<file path="config.mk">
export PLATFORM = sky130hd
export DESIGN_NAME = period_meter
export DESIGN_NICKNAME = d
export VERILOG_FILES = /design/src/rtl/period_meter.sv
export SDC_FILE = /design/constraint.sdc
export NUM_CORES = 1
export LEC_CHECK = 0
export ABC_CLOCK_PERIOD_IN_PS = 4800
export BUFFER_PORTS_ARGS = -buffer_cell sky130_fd_sc_hd__buf_4
export CORE_UTILIZATION = 60
export DETAILED_ROUTE_END_ITERATION = 10
export GPL_TIMING_DRIVEN = 0
export PLACE_DENSITY = 0.87
export REMOVE_ABC_BUFFERS = 1
export SYNTH_ARGS = -nofsm -noshare
export SYNTH_HDL_FRONTEND = slang
export SYNTH_SLANG_ARGS = --single-unit
</file>
<file path="constraint.sdc">
create_clock -name i_clk -period 4.8 [get_ports i_clk]
set_input_delay 0.48 -clock i_clk [delete_from_list [all_inputs] [get_ports i_clk]]
set_output_delay 0.48 -clock i_clk [all_outputs]
set_load 0.05 [all_outputs]
</file>
<file path="src/rtl/period_meter.sv">
// period_meter: measures period and high time of an asynchronous square wave
// in system-clock cycles, with a one-cycle valid strobe and a stall timeout.
module period_meter #(
  parameter int unsigned COUNT_WIDTH = 32,
  parameter int unsigned TIMEOUT     = 100_000_000
) (
  input  logic                   i_clk,
  input  logic                   i_reset,      // asynchronous, active-low
  input  logic                   i_enable,
  input  logic                   i_sig_in,
  output logic [COUNT_WIDTH-1:0] o_period,
  output logic [COUNT_WIDTH-1:0] o_high_time,
  output logic                   o_valid,
  output logic                   o_timeout,
  output logic                   o_busy
);

  localparam logic [COUNT_WIDTH-1:0] CNT_MAX   = '1;
  localparam logic [COUNT_WIDTH-1:0] CNT_ONE   = COUNT_WIDTH'(1);
  localparam logic [COUNT_WIDTH-1:0] TIMEOUT_C = COUNT_WIDTH'(TIMEOUT);

  typedef enum logic {
    ST_IDLE    = 1'b0,
    ST_MEASURE = 1'b1
  } state_t;

  state_t                 r_state;
  state_t                 w_state_nxt;

  logic                   r_s1;
  logic                   r_s2;
  logic                   r_s3;
  logic                   w_rise;

  logic [COUNT_WIDTH-1:0] r_cnt;
  logic [COUNT_WIDTH-1:0] r_hcnt;
  logic [COUNT_WIDTH-1:0] r_period;
  logic [COUNT_WIDTH-1:0] r_high_time;
  logic                   r_valid;
  logic                   r_timeout;
  logic                   r_busy;

  logic [COUNT_WIDTH-1:0] w_cnt_sat_inc;
  logic [COUNT_WIDTH-1:0] w_hcnt_sat_inc;
  logic [COUNT_WIDTH-1:0] w_cnt_nxt;
  logic [COUNT_WIDTH-1:0] w_hcnt_nxt;
  logic [COUNT_WIDTH-1:0] w_period_nxt;
  logic [COUNT_WIDTH-1:0] w_high_time_nxt;
  logic                   w_valid_nxt;
  logic                   w_timeout_nxt;

  // Two-flop synchronizer plus edge-history flop for rising-edge detection
  always_ff @(posedge i_clk or negedge i_reset) begin
    if (!i_reset) begin
      r_s1 <= 1'b0;
      r_s2 <= 1'b0;
      r_s3 <= 1'b0;
    end else begin
      r_s1 <= i_sig_in;
      r_s2 <= r_s1;
      r_s3 <= r_s2;
    end
  end

  assign w_rise = r_s2 & ~r_s3;

  // Saturating increments; counters never wrap
  assign w_cnt_sat_inc  = (r_cnt  == CNT_MAX) ? r_cnt  : r_cnt  + CNT_ONE;
  assign w_hcnt_sat_inc = (r_hcnt == CNT_MAX) ? r_hcnt : r_hcnt + CNT_ONE;

  // State register
  always_ff @(posedge i_clk or negedge i_reset) begin
    if (!i_reset) begin
      r_state <= ST_IDLE;
    end else begin
      r_state <= w_state_nxt;
    end
  end

  // Next-state, counter and output-register next values
  always_comb begin
    w_state_nxt     = r_state;
    w_cnt_nxt       = r_cnt;
    w_hcnt_nxt      = r_hcnt;
    w_period_nxt    = r_period;
    w_high_time_nxt = r_high_time;
    w_valid_nxt     = 1'b0;
    w_timeout_nxt   = r_timeout;

    if (!i_enable) begin
      // Abandon any measurement; results and timeout flag are kept
      w_state_nxt = ST_IDLE;
      w_cnt_nxt   = '0;
      w_hcnt_nxt  = '0;
    end else begin
      case (r_state)
        ST_IDLE: begin
          w_cnt_nxt  = '0;
          w_hcnt_nxt = '0;
          if (w_rise) begin
            // First edge only starts the count; no result yet
            w_state_nxt = ST_MEASURE;
            w_cnt_nxt   = CNT_ONE;
            w_hcnt_nxt  = CNT_ONE;
          end
        end
        ST_MEASURE: begin
          if (w_rise) begin
            // Edge wins over a coincident timeout condition
            w_period_nxt    = r_cnt;
            w_high_time_nxt = r_hcnt;
            w_valid_nxt     = 1'b1;
            w_timeout_nxt   = 1'b0;
            w_cnt_nxt       = CNT_ONE;
            w_hcnt_nxt      = CNT_ONE;
          end else if (r_cnt >= TIMEOUT_C) begin
            w_timeout_nxt = 1'b1;
            w_state_nxt   = ST_IDLE;
            w_cnt_nxt     = '0;
            w_hcnt_nxt    = '0;
          end else begin
            w_cnt_nxt = w_cnt_sat_inc;
            if (r_s2) begin
              w_hcnt_nxt = w_hcnt_sat_inc;
            end
          end
        end
        default: begin
          w_state_nxt = ST_IDLE;
          w_cnt_nxt   = '0;
          w_hcnt_nxt  = '0;
        end
      endcase
    end
  end

  // Counters and registered outputs
  always_ff @(posedge i_clk or negedge i_reset) begin
    if (!i_reset) begin
      r_cnt       <= '0;
      r_hcnt      <= '0;
      r_period    <= '0;
      r_high_time <= '0;
      r_valid     <= 1'b0;
      r_timeout   <= 1'b0;
      r_busy      <= 1'b0;
    end else begin
      r_cnt       <= w_cnt_nxt;
      r_hcnt      <= w_hcnt_nxt;
      r_period    <= w_period_nxt;
      r_high_time <= w_high_time_nxt;
      r_valid     <= w_valid_nxt;
      r_timeout   <= w_timeout_nxt;
      r_busy      <= (w_state_nxt == ST_MEASURE);
    end
  end

  assign o_period    = r_period;
  assign o_high_time = r_high_time;
  assign o_valid     = r_valid;
  assign o_timeout   = r_timeout;
  assign o_busy      = r_busy;

endmodule
</file>
* Word-level counts from Yosys, hierarchy flattened
Cells that the tools add are included.
** Cells by class
- $add $sub $neg :: 2
- Multipliers :: 0
- Div/mod/pow operators :: 0
- Magnitude comparators :: 1
- Equal/unequal tests :: 5
- Shift operators :: 0
- Multiplexer cells :: 21
- Bitwise operators :: 3
- Reduce and logical (&&, ||, !) cells :: 4
** Operator list (number)
- $mux 32 :: 9
- $pmux 32 s2 :: 2
- $add 32x1->32 const B :: 2
- $eq 32x32->1 const B :: 2
- $ge 32x27->1 const B :: 1
- $ne 5x4->1 const B :: 3
- $mux 1 :: 9
- $reduce_and 3->1 :: 2
- $not 1->1 :: 2
- $pmux 1 s2 :: 1
- $reduce_and 2->1 :: 1
- $reduce_bool 2->1 :: 1
- $and 1x1->1 :: 1
** Word-level totals
- Bits in registers :: 134
- Bits in latches :: 0
- Memory bits (writable) :: 0
- Bits in read-only memories :: 0
- Logic and storage cells :: 46
- Memories :: 0

* Depth between registers and ports, before layout
Gate-level depths: netlist of the first run.
- Depth in word-level cells :: 7
- Depth in mapped cells :: 9

* Worst setup path before layout of the first run
Ideal clock, no wire load.
- Path kind :: register -> register
- From :: register r_hcnt[0]
- To :: register r_hcnt[1]
- Library setup time :: 135 ps
- Arrival :: 2085 ps
- Slack :: 2580 ps
- Cell stages (with the launch flop) :: 9
- Path buffers :: 1
- Period minus slack after synthesis :: 2220 ps
- Path through :: dfrtp_1 > ha_1 > nand3_1 > or3_1 > o41ai_1 > buf_2 > nand2_1 > o21ai_0 > o22ai_1
** On the way
- Longest elaborated chain between the ends :: 7
- Elaborated cells on any way between the ends :: 10
- Classes of those cells :: add/sub (1); eq/ne (2); mux (6); reduce/logical (1)
** RTL lines
- start, declared :: RTL line 36 : logic [COUNT_WIDTH-1:0] r_hcnt;
- start signal, assigned :: RTL line 149 : r_hcnt <= w_hcnt_nxt;
- $add 32x1->32 :: RTL line 69 : assign w_hcnt_sat_inc = (r_hcnt == CNT_MAX) ? r_hcnt : r_hcnt + CNT_ONE;
- $mux 32 :: RTL line 69
- $mux 32 :: RTL line 123 : if (r_s2) begin
- $mux 32 :: RTL line 116 : end else if (r_cnt >= TIMEOUT_C) begin
- $mux 32 :: RTL line 108 : if (w_rise) begin
- $pmux 32 s2 :: RTL line 96 : case (r_state)
- $mux 32 :: RTL line 90 : if (!i_enable) begin
Parallel ways exist; a longest one is shown, timed or not. The select of a mux whose other input is x is not followed.
A chain may end at the register's enable or synchronous reset.

* Worst setup path in the final report of the first run
- From :: register r_s2
- To :: register r_period[12] (netlist: o_period[12])
** On the way
- Longest elaborated chain between the ends :: 2
** RTL lines
- start, declared :: RTL line 31 : logic r_s2;
- start signal, assigned :: RTL line 60 : r_s2 <= r_s1;
- $and 1x1->1 :: RTL line 65 : assign w_rise = r_s2 & ~r_s3;
- $reduce_and 3->1 (no source line)
- end signal, assigned :: RTL line 150 : r_period <= w_period_nxt;
- end, declared :: RTL line 37 : logic [COUNT_WIDTH-1:0] r_period;
No other way between the ends.

==> results by stage, run 1 <==
Finish:
- The fraction of layout cells with a size suffix above 1 is 14.7%.
- Relative to the synthesized area, the layout overhead comes to 20.6%.
- The number of diodes is 0.
- Cells fill 76.1% of the core in the end.
- The number of nets at the end of the flow is 790.
- Once layout is complete, the cells apart from fillers number 929.
- Once layout is done, the placed cells without fillers occupy 7570 µm².

Drt:
- The post-detailed-route DRC marker count is 0.
- Dividing the detail-routed wire length by the instance count gives 16.8 µm.
- The detailed router's first-iteration violation count is 554.
- The via-per-instance ratio is 6.20.
- The antenna violation net count after detailed routing is 0.
- The total number of vias is 5,756.
- The number of detailed-route iterations in the first pass is 5.
- The final wirelength is 15.6 mm.

Timing:
- The final-layout setup total negative slack is 0 ps.
- The worst clock skew is 18.3 ps.
- The worst slack on hold paths is 46.8 ps.
- The minimum clock period is 4020 ps.
- The count of endpoints failing setup in the final report is 0.
- The number of failing hold endpoints at the final stage was 0.
- The worst relative slew slack is 26.4%.
- The final worst-path setup slack is 780 ps.
- Setup repair after global routing left no endpoint under its margin.
- The pin slew with the least headroom to its limit is 1100 ps.
- The maximum operating frequency is 0.249 GHz.
- In the finished design, the share of the clock period the worst path needs comes to 83.7%.
- The number of max-slew violations in the final report is 0.

Clock network:
- The cell sitting at the root of the clock tree is a clkbuf_8.
- The clock latency on the worst-skew pair is 550 ps.
- TritonCTS built the clock tree.
- The number of sinks handled by clock tree synthesis is 134.
- After clock tree synthesis, the clock-pin slew on the worst setup and hold paths is 60 ps.
- The count of H-tree levels built during CTS is 4.
- Once the clock tree was built, the setup fixing pass inserted 0 buffers.
- The largest buffer count on any clock path is 2.
- The number of buffers created by CTS is 17.

Setup path:
- The setup path with the least slack is of type reg2reg.
- The largest fanout on the critical path is 59.
- The category of the worst setup path launch point is a flop.
- The launch instance of the worst register-to-register path is r_s2.
- Data on the critical path is required at its endpoint by 5270 ps.
- For the worst setup path, the data arrival time is 4490 ps.
- The type of element capturing the critical path is a flop.
- The critical path starts at r_s2.

Placed design:
- The final weighted congestion in routability-driven placement is 0.881.
- The HPWL after detailed placement is 9.71 mm.
- During placement, the flow inserted port buffers numbering 70.
- The standard cell area after detailed placement is 6910 µm².
- The post-placement worst setup slack is 881 ps.
- In this run, placement finished with an instance count of 896.

Hold path:
- The hold path startpoint is i_sig_in.
- The path type of the worst min-delay path is in2reg.

Run:
- The number of violations of the max-capacitance limit is 0.

Global route:
- The via count of the first global-routing pass is 5,343.
- For this run, global-route usage on met1 was measured as 40.9%.
- The first global-routing pass estimated 25.9 mm of wire.
- The global routing usage on met2 is 46.5%.
- The total overflow left after global routing is 0.
- Global routing used 30.0% of the available tracks across all layers.
- Entering global routing, the biggest net connects 79 pins.
- The number of antenna violations at the first check in global routing is 0.
- The global routing usage on met3 is 6.45%.
- The global routing stage identified its most utilized layer as met2.

Pwr:
- The cell internal power dissipation is 2.12 mW.
- The clock network fraction of design power is 53.0%.
- The standby leakage power is 3.46 nW.
- The net switching fraction of the power is 22.1%.
- The overall power consumption is 2.73 mW.
- The total power density per cell area is 360 nW/µm².
- The peak supply drop is 0.000216 V.
- The portion of total power attributed to combinational logic is 4.4%.
- The switching power is 0.604 mW.
- The sequential group share of total power is 42.6%.

Logic synthesis:
- The mapped netlist covers 6280 µm².
- For this run, the number of Yosys warnings is 0.
- The unique cell type count in the Yosys netlist is 58.
- The number of synthesized flops with an enable pin is 0.
- A synthesized cell averages 8.69 µm².
- The synthesized netlist cell count is 722.
- The number of storage elements in the synthesis netlist is 134.
- Of all flip-flops after synthesis, the portion carrying an async set or reset was 100%.
- For this run, the register share of the synthesized area comes to 53.4%.
- Among all flip-flop cells after synthesis, the most frequent one is dfrtp_1.

Status:
- The run finished with clean final reports.

Die:
- The die is 104 µm wide.
- The full die area is 10,900 µm².
- Once the floorplan was initialized, standard cells occupied 63.1% of the core.
- The floorplan has 36 rows.
- The floorplan die height is 104 µm.
- The core footprint is 9950 µm².
- 71 I/O pins were placed.
==> worst max-delay path, cell delays in order, from the launching register on <==
cell,delay (ps)
dfrtp_1,460
clkinv_1,500
nor2_1,850
nand3_2,710
inv_2,1030
nand2_1,210
nand2_1,150
==> cell usage after synthesis (3+ instances only) <==
master,n,share of area [%]
nand3b_1,4,0.48
o211ai_1,5,0.60
nor4_1,9,0.90
ha_1,3,0.60
or3_1,8,0.80
nand3_1,29,2.3
nand4_1,20,2.0
clkbuf_1,28,1.7
and4_1,9,1.3
nand2_1,236,14
xnor2_1,12,1.7
a211oi_1,3,0.36
nor2_1,67,4.0
mux2i_1,4,0.64
nor3_1,17,1.4
and2_1,7,0.70
xor2_1,9,1.3
and3_1,4,0.40
a31oi_1,15,1.5
or4_1,7,0.84
o21ai_0,21,1.7
a21oi_1,21,1.7
inv_1,7,0.42
dfrtp_1,134,53
buf_2,5,0.40
==> registers in the layout (all words and copies together) (netlist names) <==
name,cells
o_period,32
r_s2,1
o_high_time,32
r_hcnt,32
r_s3,1
o_busy,1
o_valid,1
o_timeout,1
r_s1,1
r_cnt,32
==> logic make-up after synthesis <==
logic type	count (synthesis)	share of synthesized area [%]
and+or+nand+nor	428	30.7
other	1	0.0597
AOI/OAI and AO/OA	85	8.61
buffers and inverters	45	2.81
xor gates and xnor gates	22	3.19
DFF	134	53.4
adders and majority gates	3	0.598
muxes	4	0.638
==> placed cells by master (no fill, tap or decap), types with 7 or more instances in the layout <==
cell type	netlist	layout
xor2_1	9	9
clkbuf_16	0	16
xnor2_1	12	12
or3_1	8	8
nand3_1	29	28
nand4_1	20	20
a31oi_1	15	15
nor2_1	67	67
buf_4	0	70
and2_1	7	7
nor3_1	17	17
nand2_1	236	236
o21ai_0	21	21
or4_1	7	7
nor4_1	9	9
inv_1	7	7
and4_1	9	9
a21oi_1	21	21
dfrtp_1	134	134
==> path summary, 6_finish.rpt <==
| path | to | slack (ps) | depth (start not counted) |
|---|---|---|---|
| min in group asynchronous | o_period[5] | 460 | 2 |
| min | r_s1 | 50 | 1 |
| max reg2reg | o_period[12] | 780 | 6 |
| max | o_period[12] | 780 | 6 |
| min reg2reg | r_s2 | 350 | 0 |
| max in group asynchronous | r_hcnt[5] | 3560 | 3 |
==> layout make-up <==
type | instances | area (µm²)
flip-flops and latches | 134 | 3350
multi-input cells | 547 | 2780
fillers | 686 | 2380
repair buffers | 74 | 594
clock buffers | 19 | 422
clock inverters | 13 | 229
well taps | 133 | 166
inverters | 9 | 33.8
==> timing repair <==
item | in CTS | in global routing
hold buffers | 1 | 0
resized for setup | 0 | 0
hold endpoints to repair | 56 | 0
setup endpoints to repair | 0 | 0
==> power by group through the flow <==
stage | clock (mW) | sequential (mW) | combinational, mW
after detailed placement | 0 | 1.18 | 0.121
after floorplan | 0 | 1.22 | 0.0241
after global routing | 1.50 | 1.16 | 0.131
final | 1.44 | 1.16 | 0.121
after global placement | 0 | 1.18 | 0.113
after CTS | 1.45 | 1.16 | 0.122
==> per-layer routing <==
| metal | wire, µm | part of all wire [%] | vias to the layer above |
|---|---|---|---|
| li1 | - | - | 2582 |
| met1 | 6540 | 42 | 2769 |
| met2 | 7310 | 47 | 356 |
| met3 | 1360 | 8.8 | 49 |
| met4 | 362 | 2.3 | 0 |
| met5 | 0 | 0 | - |
Note: power is estimated with default switching activity, not from simulation.
==> run 2, diff against run 1 <==
- ABC_AREA: unset -> 1
- ABC_CLOCK_PERIOD_IN_PS: 4800 -> 3900
- CORE_UTILIZATION: 60 -> 59
- PLACE_DENSITY: 0.87 -> 0.85
- clock period: 4.8 -> 3.9 ns (I/O delays scaled with it)
==> results by stage, run 2 <==
Status:
- The run finished with clean final reports.

Clock network:
- The cell sitting at the root of the clock tree is a clkbuf_8.
- The clock transition at the register clock pins on the worst setup and hold paths after CTS is 60 ps (about the same).
- The TritonCTS clock tree is built.
- The largest buffer count on any clock path is 2 (unchanged).
- The number of buffers created by CTS is 17 (unchanged).
- The clock latency on the worst-skew pair is 530 ps (-20 ps).
- The count of H-tree levels built during CTS is 4 (unchanged).
- The number of sinks handled by clock tree synthesis came to 134 (unchanged).

Logic synthesis:
- The sequential area share after synthesis is 51.4% (-2.0 points).
- The warning count from the yosys run came to 0 (unchanged).
- The unique cell type count in the Yosys netlist is 35 (-40%).
- The share of synthesized registers carrying an async set or reset is 100% (unchanged).
- The number of storage elements in the synthesis netlist was 134 (unchanged).
- By count the netlist is led by 223 x nand2_1, 134 x dfrtp_1, 91 x inv_1, 71 x nor2_1, 63 x nand3_1.
- Ranked by total cell area, the synthesized netlist is headed by dfrtp_1 51%, nand2_1 13%, inv_1 5.2%.
- The dominant cell type by area after synthesis is dfrtp_1.
- The area share of the largest cell type after synthesis is 51.4% (-2.0 points).
- The most frequent cell after synthesis is nand2_1.
- The flip-flop cell with the highest count after synthesis is dfrtp_1.
- The synthesized netlist cell count was 805 (+11%).
- The number of synthesized flops with an enable pin came to 0 (unchanged).
- The summed instance area of the synthesized netlist is 6530 µm² (+4.0%).
- The average cell area after synthesis is 8.11 µm² (-6.8%).

Finish:
- The number of fill cells came to 785 (+14%).
- The number of diodes is 0 (unchanged).
- The number of nets at the end of the flow is 883 (+12%).
- The leading cell type in the layout, fill and taps excluded is nand2_1.
- The fraction of layout cells with a size suffix above 1 was 15.3% (+0.60 points).
- The area overhead of the layout relative to synthesis is 18.9%.
- Leaving out fill and tap cells, the most frequent cells in the layout are 223 x nand2_1, 134 x dfrtp_1, 91 x inv_1.

Setup path:
- Walking the worst path, the cells encountered are nand2_1, nor2_1, inv_4, o21ai_0.
- The cell with the largest stage delay on the worst path is nor2_1.
- The largest stage delay on the critical path is 950 ps (-80 ps).
- The largest fanout on the critical path is 118 (+100%).
- Broken down by cell family, the worst path's largest delay share belongs to simple AND/OR/NAND/NOR gates.
- The type of element capturing the critical path is a flop.
- The number of buffer and inverter instances along the worst setup path is 1 (-1).
- The data required time at the worst endpoint was 4310 ps (-960 ps).
- The worst setup path is of the reg2reg kind.
- The category of the worst setup path launch point is a flop.
- The critical path arrival is 3130 ps (-1360 ps).

Pwr:
- The sequential group share of total power was 45.0% (+2.4 points).
- The portion of total power attributed to combinational logic is 4.2% (-0.2 points).
- The standby leakage power is 3.67 nW (+6.1%).
- The switching power came to 0.724 mW (+20%).
- The net switching fraction of the power was 22.9% (+0.77 points).
- The clock network fraction of design power is 50.8% (-2.2 points).
- The total power density per cell area is 407 nW/µm² (+13%).
- The peak supply drop came to 0.000281 V (+30%).
- The cell internal power dissipation is 2.44 mW (+15%).

Die:
- The core footprint came to 10,800 µm² (+8.4%).
- The standard-cell row count is 38 (+5.6%).
- The floorplan die height was 107 µm (+2.8%).
- The full die area came to 11,500 µm² (+5.6%).
- The die span in x is 107 µm (+2.8%).
- The initial core utilization is 60.5% (-2.6 points).
- The number of placed I/O pins is 71 (unchanged).

Timing:
- The number of max-slew violations in the final report is 0 (unchanged).
- The maximum operating frequency is 0.368 GHz (+48%).
- The pin slew with the least headroom to its limit is 1230 ps (+124 ps).
- The period utilization is 69.7% (-14 points).
- The number of failing hold endpoints at the final stage is 0 (unchanged).
- The worst relative slew slack is 18.0% (-8.4 points).
- The final-layout setup total negative slack came to 0 ps (unchanged).
- The final worst-path setup slack is 1180 ps (+401 ps).
- The count of endpoints failing setup in the final report came to 0 (unchanged).
- The minimum clock period is 2720 ps (-1300 ps).
- Setup repair after global routing left no endpoint under its margin.
- The worst clock skew came to 7.72 ps (-10.6 ps).

Placed design:
- The count of port buffers added during placement is 70 (unchanged).
- The final weighted congestion in routability-driven placement is 0.861 (-2.2%).
- The HPWL after detailed placement came to 9.18 mm (-5.4%).
- The post-placement worst setup slack is 1190 ps (+313 ps).

Drt:
- The total number of vias is 5,449 (-5.3%).
- The post-detailed-route DRC marker count is 0 (unchanged).
- The via-per-instance ratio is 5.30 (-15%).
- The detailed router's first-iteration violation count came to 389 (-30%).
- The final wirelength is 14.1 mm (-9.4%).
- The per-cell routed wire length is 13.7 µm (-18%).
- The antenna violation net count after detailed routing came to 0 (unchanged).
- The number of detailed-route iterations in the first pass came to 5 (unchanged).

Hold path:
- The path type of the worst min-delay path is in2reg.

Global route:
- The first-pass GRT wire length is 24.3 mm (-6.1%).
- The via count of the first global-routing pass is 5,152 (-3.6%).
- The overall global routing resource usage is 27.2% (-2.8 points).
- The total overflow reported by the global router is 0 (unchanged).
- The number of antenna violations at the first check in global routing is 0 (unchanged).
- The largest net degree at the start of global routing is 119 (+51%).

Run:
- The number of violations of the max-capacitance limit is 0 (unchanged).
-- run 2: cell count changes in the layout (fill, tap and decap cells not counted), moves of 15 or more --
cell / before / now
a31oi_1: 15 / 0
inv_1: 7 / 91
nand4_1: 20 / 5
o21ai_1: 0 / 17
nor3_1: 17 / 35
nand3_1: 28 / 63
o21ai_0: 21 / 62
-- run 2: final cells by class --
class | count | area [µm²] | area share [%]
Sequential cell | 134 | 3350 | 43.2
Clock buffer | 18 | 428 | 5.51
Multi-Input combinational cell | 552 | 2660 | 34.3
Timing Repair Buffer | 74 | 597 | 7.69
Tap cell | 140 | 175 | 2.26
Clock inverter | 14 | 176 | 2.27
Inverter | 97 | 367 | 4.72
-- run 2: worst paths after layout --
path / from / end / cells after the start / slack [ps]
min: i_enable / o_busy / 3 / 140
max reg2reg: r_s2 / o_high_time[23] / 4 / 1180
max: r_s2 / o_high_time[23] / 4 / 1180
max in group asynchronous: i_reset / r_cnt[25] / 3 / 2770
min reg2reg: r_s1 / r_s2 / 0 / 350
min in group asynchronous: i_reset / o_high_time[19] / 2 / 410
-- run 2: per-stage QoR --
step	total power, mW	instances	area (µm²)	util [%]	hold slack (ps)
CTS	3.17	1029	7760	71.9	122
global route	3.26	1029	7760	71.9	169
floorplan	1.51	783	6380	-	94.4
global placement	1.57	993	7080	65.6	331
detailed placement	1.58	995	7140	66.1	336
finish	3.16	1029	7760	71.9	138
-- run 2: worst register-to-register path, cell delays in order (launching register included) --
cell,delay [ps]
dfrtp_1,390
nand2_1,160
nor2_1,950
inv_4,660
o21ai_0,440
-- run 2: repair_timing --
item	CTS	global route
endpoints found under the setup margin	0	0
endpoints found under the hold margin	64	0
gates resized for setup	0	0
buffers inserted	0	0
hold buffers	2	0
-- run 2: power by group through the flow --
stage | clock [mW] | combinational, mW | sequential [mW]
after floorplan | 0 | 0.0201 | 1.49
after global placement | 0 | 0.126 | 1.45
after detailed placement | 0 | 0.133 | 1.45
after CTS | 1.62 | 0.134 | 1.42
after global routing | 1.69 | 0.144 | 1.42
final | 1.61 | 0.131 | 1.42
-- run 2: per-layer routing --
| metal | wire [µm] | part of all wire, % | vias up | track usage, % |
|---|---|---|---|---|
| met5 | 0 | 0 | - | 0 |
| met4 | 211 | 1.5 | 0 | 8.61 |
| met3 | 886 | 6.3 | 23 | 6.87 |
| met2 | 6540 | 46 | 175 | 42.4 |
| met1 | 6480 | 46 | 2548 | 37.6 |
| li1 | - | - | 2703 | - |
-- run 2: cells by family (layout without fill, tap and decap cells) --
family	count (synthesis)	in the layout	share of synthesized area, %
buffers and inverters	123	203	8.11
xor gates and xnor gates	22	22	2.95
AOI/OAI and AO/OA	104	104	8.67
and+or+nand+nor	418	418	28.3
other	1	5	0.0575
adders and majority gates	3	3	0.575
DFF	134	134	51.4
==> run 3, diff against run 2 <==
- ABC_CLOCK_PERIOD_IN_PS: 3900 -> 2800
- clock period: 3.9 -> 2.8 ns (I/O delays scaled with it)
==> results by stage, run 3 (synthesis gave the netlist of run 2 again) <==
Finish:
- The number of fill cells is 784 (-0.13%).
- The number of nets at the end of the flow is 883 (unchanged).
- The fraction of layout cells with a size suffix above 1 was 15.4% (+0.11 points).
- The total area of sequential cells was 3350 µm² (unchanged).
- The number of diodes came to 0 (unchanged).
- The area overhead of the layout relative to synthesis is 18.9% (about the same).
- The top cell types in the final layout, fill and taps aside, are 223 x nand2_1, 134 x dfrtp_1, 91 x inv_1.
- Leaving out fill and tap cells, the most frequent cell in the layout is nand2_1.
- The total area of multi-input combinational cells was 2670 µm² (about the same).

Global route:
- The largest net degree at the start of global routing is 119 (unchanged).
- The via count of the first global-routing pass came to 5,152 (unchanged).
- The total overflow reported by the global router is 0 (unchanged).
- The number of antenna violations at the first check in global routing is 0 (unchanged).
- The overall global routing resource usage is 27.2% (unchanged).
- The first-pass GRT wire length is 24.3 mm (unchanged).

Die:
- The die span in x was 107 µm (unchanged).
- The initial core utilization is 60.5% (unchanged).
- The number of placed I/O pins is 71 (unchanged).
- The full die area came to 11,500 µm² (unchanged).
- The core footprint is 10,800 µm² (unchanged).
- The floorplan die height is 107 µm (unchanged).
- The standard-cell row count came to 38 (unchanged).

Clock network:
- The largest buffer count on any clock path came to 2 (unchanged).
- The count of H-tree levels built during CTS is 4 (unchanged).
- The clock latency on the worst-skew pair was 540 ps (about the same).
- The clock transition at the register clock pins on the worst setup and hold paths after CTS is 60 ps (about the same).
- The CTS root buffer is clkbuf_8.
- The number of buffers created by CTS is 17 (unchanged).
- TritonCTS built the clock tree.
- The number of sinks handled by clock tree synthesis is 134 (unchanged).

Placed design:
- The count of port buffers added during placement came to 70 (unchanged).
- The post-placement worst setup slack is 94.1 ps (-1100 ps).
- The final weighted congestion in routability-driven placement came to 0.861 (unchanged).
- The HPWL after detailed placement is 9.18 mm (unchanged).

Setup path:
- The critical path arrival came to 2890 ps (-240 ps).
- The category of the worst setup path launch point is a flop.
- The number of cells on the worst reg-to-reg path is 10 (+6).
- The largest fanout on the critical path came to 32 (-73%).
- STA classifies the critical path endpoint as a flop.
- The kind of critical path is reg2reg.
- The data required time at the worst endpoint is 3240 ps (-1070 ps).

Timing:
- The minimum clock period is 2450 ps (-268 ps).
- The worst relative slew slack is 36.8% (+19 points).
- The number of max-slew violations in the final report is 0 (unchanged).
- Setup repair after global routing left no endpoint under its margin.
- The maximum operating frequency is 0.408 GHz (+11%).
- The final worst-path setup slack came to 349 ps (-832 ps).
- The count of endpoints failing setup in the final report is 0 (unchanged).
- The number of failing hold endpoints at the final stage is 0 (unchanged).
- The pin slew with the least headroom to its limit came to 948 ps (-277 ps).
- The worst clock skew is 8.66 ps (+0.945 ps).
- The final-layout setup total negative slack came to 0 ps (unchanged).
- The period utilization is 87.5% (+18 points).

Drt:
- The via-per-instance ratio is 5.30 (about the same).
- The total number of vias is 5,450 (+0.018%).
- The antenna violation net count after detailed routing is 0 (unchanged).
- The detailed router's first-iteration violation count was 413 (+6.2%).
- The per-cell routed wire length is 13.7 µm (+0.18%).
- The final wirelength is 14.1 mm (+0.18%).
- The number of detailed-route iterations in the first pass is 6 (+1).
- The post-detailed-route DRC marker count is 0 (unchanged).

Hold path:
- The min-delay analysis places its worst path in the category in2reg.
- The count of cells along the worst hold path is 3 (unchanged).

Run:
- The number of violations of the max-capacitance limit came to 0 (unchanged).

Pwr:
- The total power density per cell area came to 568 nW/µm² (+39%).
- The peak supply drop is 0.000393 V (+40%).
- The overall power consumption is 4.41 mW (+39%).
- The standby leakage power came to 3.67 nW (about the same).

Status:
- The flow ran to the end, and the final reports show no timing, DRC or antenna violations.
[run 3: path summary, 6_finish.rpt]
path                           start               to  slack [ps]
max                        r_cnt[31]         r_cnt[9]         350
min                         i_enable           o_busy          20
max reg2reg                r_cnt[31]         r_cnt[9]         350
min reg2reg                     r_s1             r_s2         350
max in group asynchronous    i_reset        r_cnt[25]        1780
min in group asynchronous    i_reset  o_high_time[19]         300
[run 3: per-layer routing]
metal | track usage [%] | up-vias | share of wire (%)
li1 | - | 2704 | -
met1 | 37.6 | 2549 | 45
met2 | 42.4 | 165 | 46
met3 | 6.87 | 32 | 6.4
met4 | 8.61 | 0 | 1.9
met5 | 0 | - | 0
[run 3: area by class of cell]
| cell class | count | area share [%] |
|---|---|---|
| clock buffer | 18 | 5.51 |
| clock inverter | 14 | 2.27 |
| inverter | 97 | 4.72 |
| multi-input combinational | 552 | 34.3 |
| sequential | 134 | 43.2 |
| tap | 140 | 2.26 |
| timing repair buffer | 74 | 7.69 |
[run 3: where the power goes]
group	internal [mW]	total, mW	switching [mW]	leakage, nW
Combinational	0.0445	0.183	0.139	1.55
Clock	1.38	2.24	0.858	0.280
Sequential	1.96	1.98	0.0172	1.84
Total	3.39	4.41	1.01	3.67
[run 3: critical path, stage by stage (launching register included)]
cell and delay (ps):
dfrtp_1 390, inv_2 60, nand2_1 40, nor2_1 180, nand3_1 150, nor2_4 180, nand3_2 140, nor2_4 380
buf_12 250, inv_1 290, a211oi_1 270
[run 3: metrics by stage]
| stage | util (%) | hold WS, ps | instances | instance area (µm²) |
|---|---|---|---|---|
| final | 71.9 | 20.1 | 1029 | 7760 |
| after global routing | 71.9 | 58.5 | 1029 | 7760 |
| after CTS | 71.9 | 11.6 | 1029 | 7760 |
| after detailed placement | 66.1 | 303 | 995 | 7140 |
| after global placement | 65.6 | 331 | 993 | 7080 |
| after floorplan | - | -15.6 | 783 | 6380 |
[run 3: repair_timing]
action / CTS / global route
endpoints found under the setup margin: 0 / 61
hold buffers: 2 / 0
hold endpoints to repair: 64 / 0
gates resized for setup: 0 / 1
buffers inserted: 0 / 0
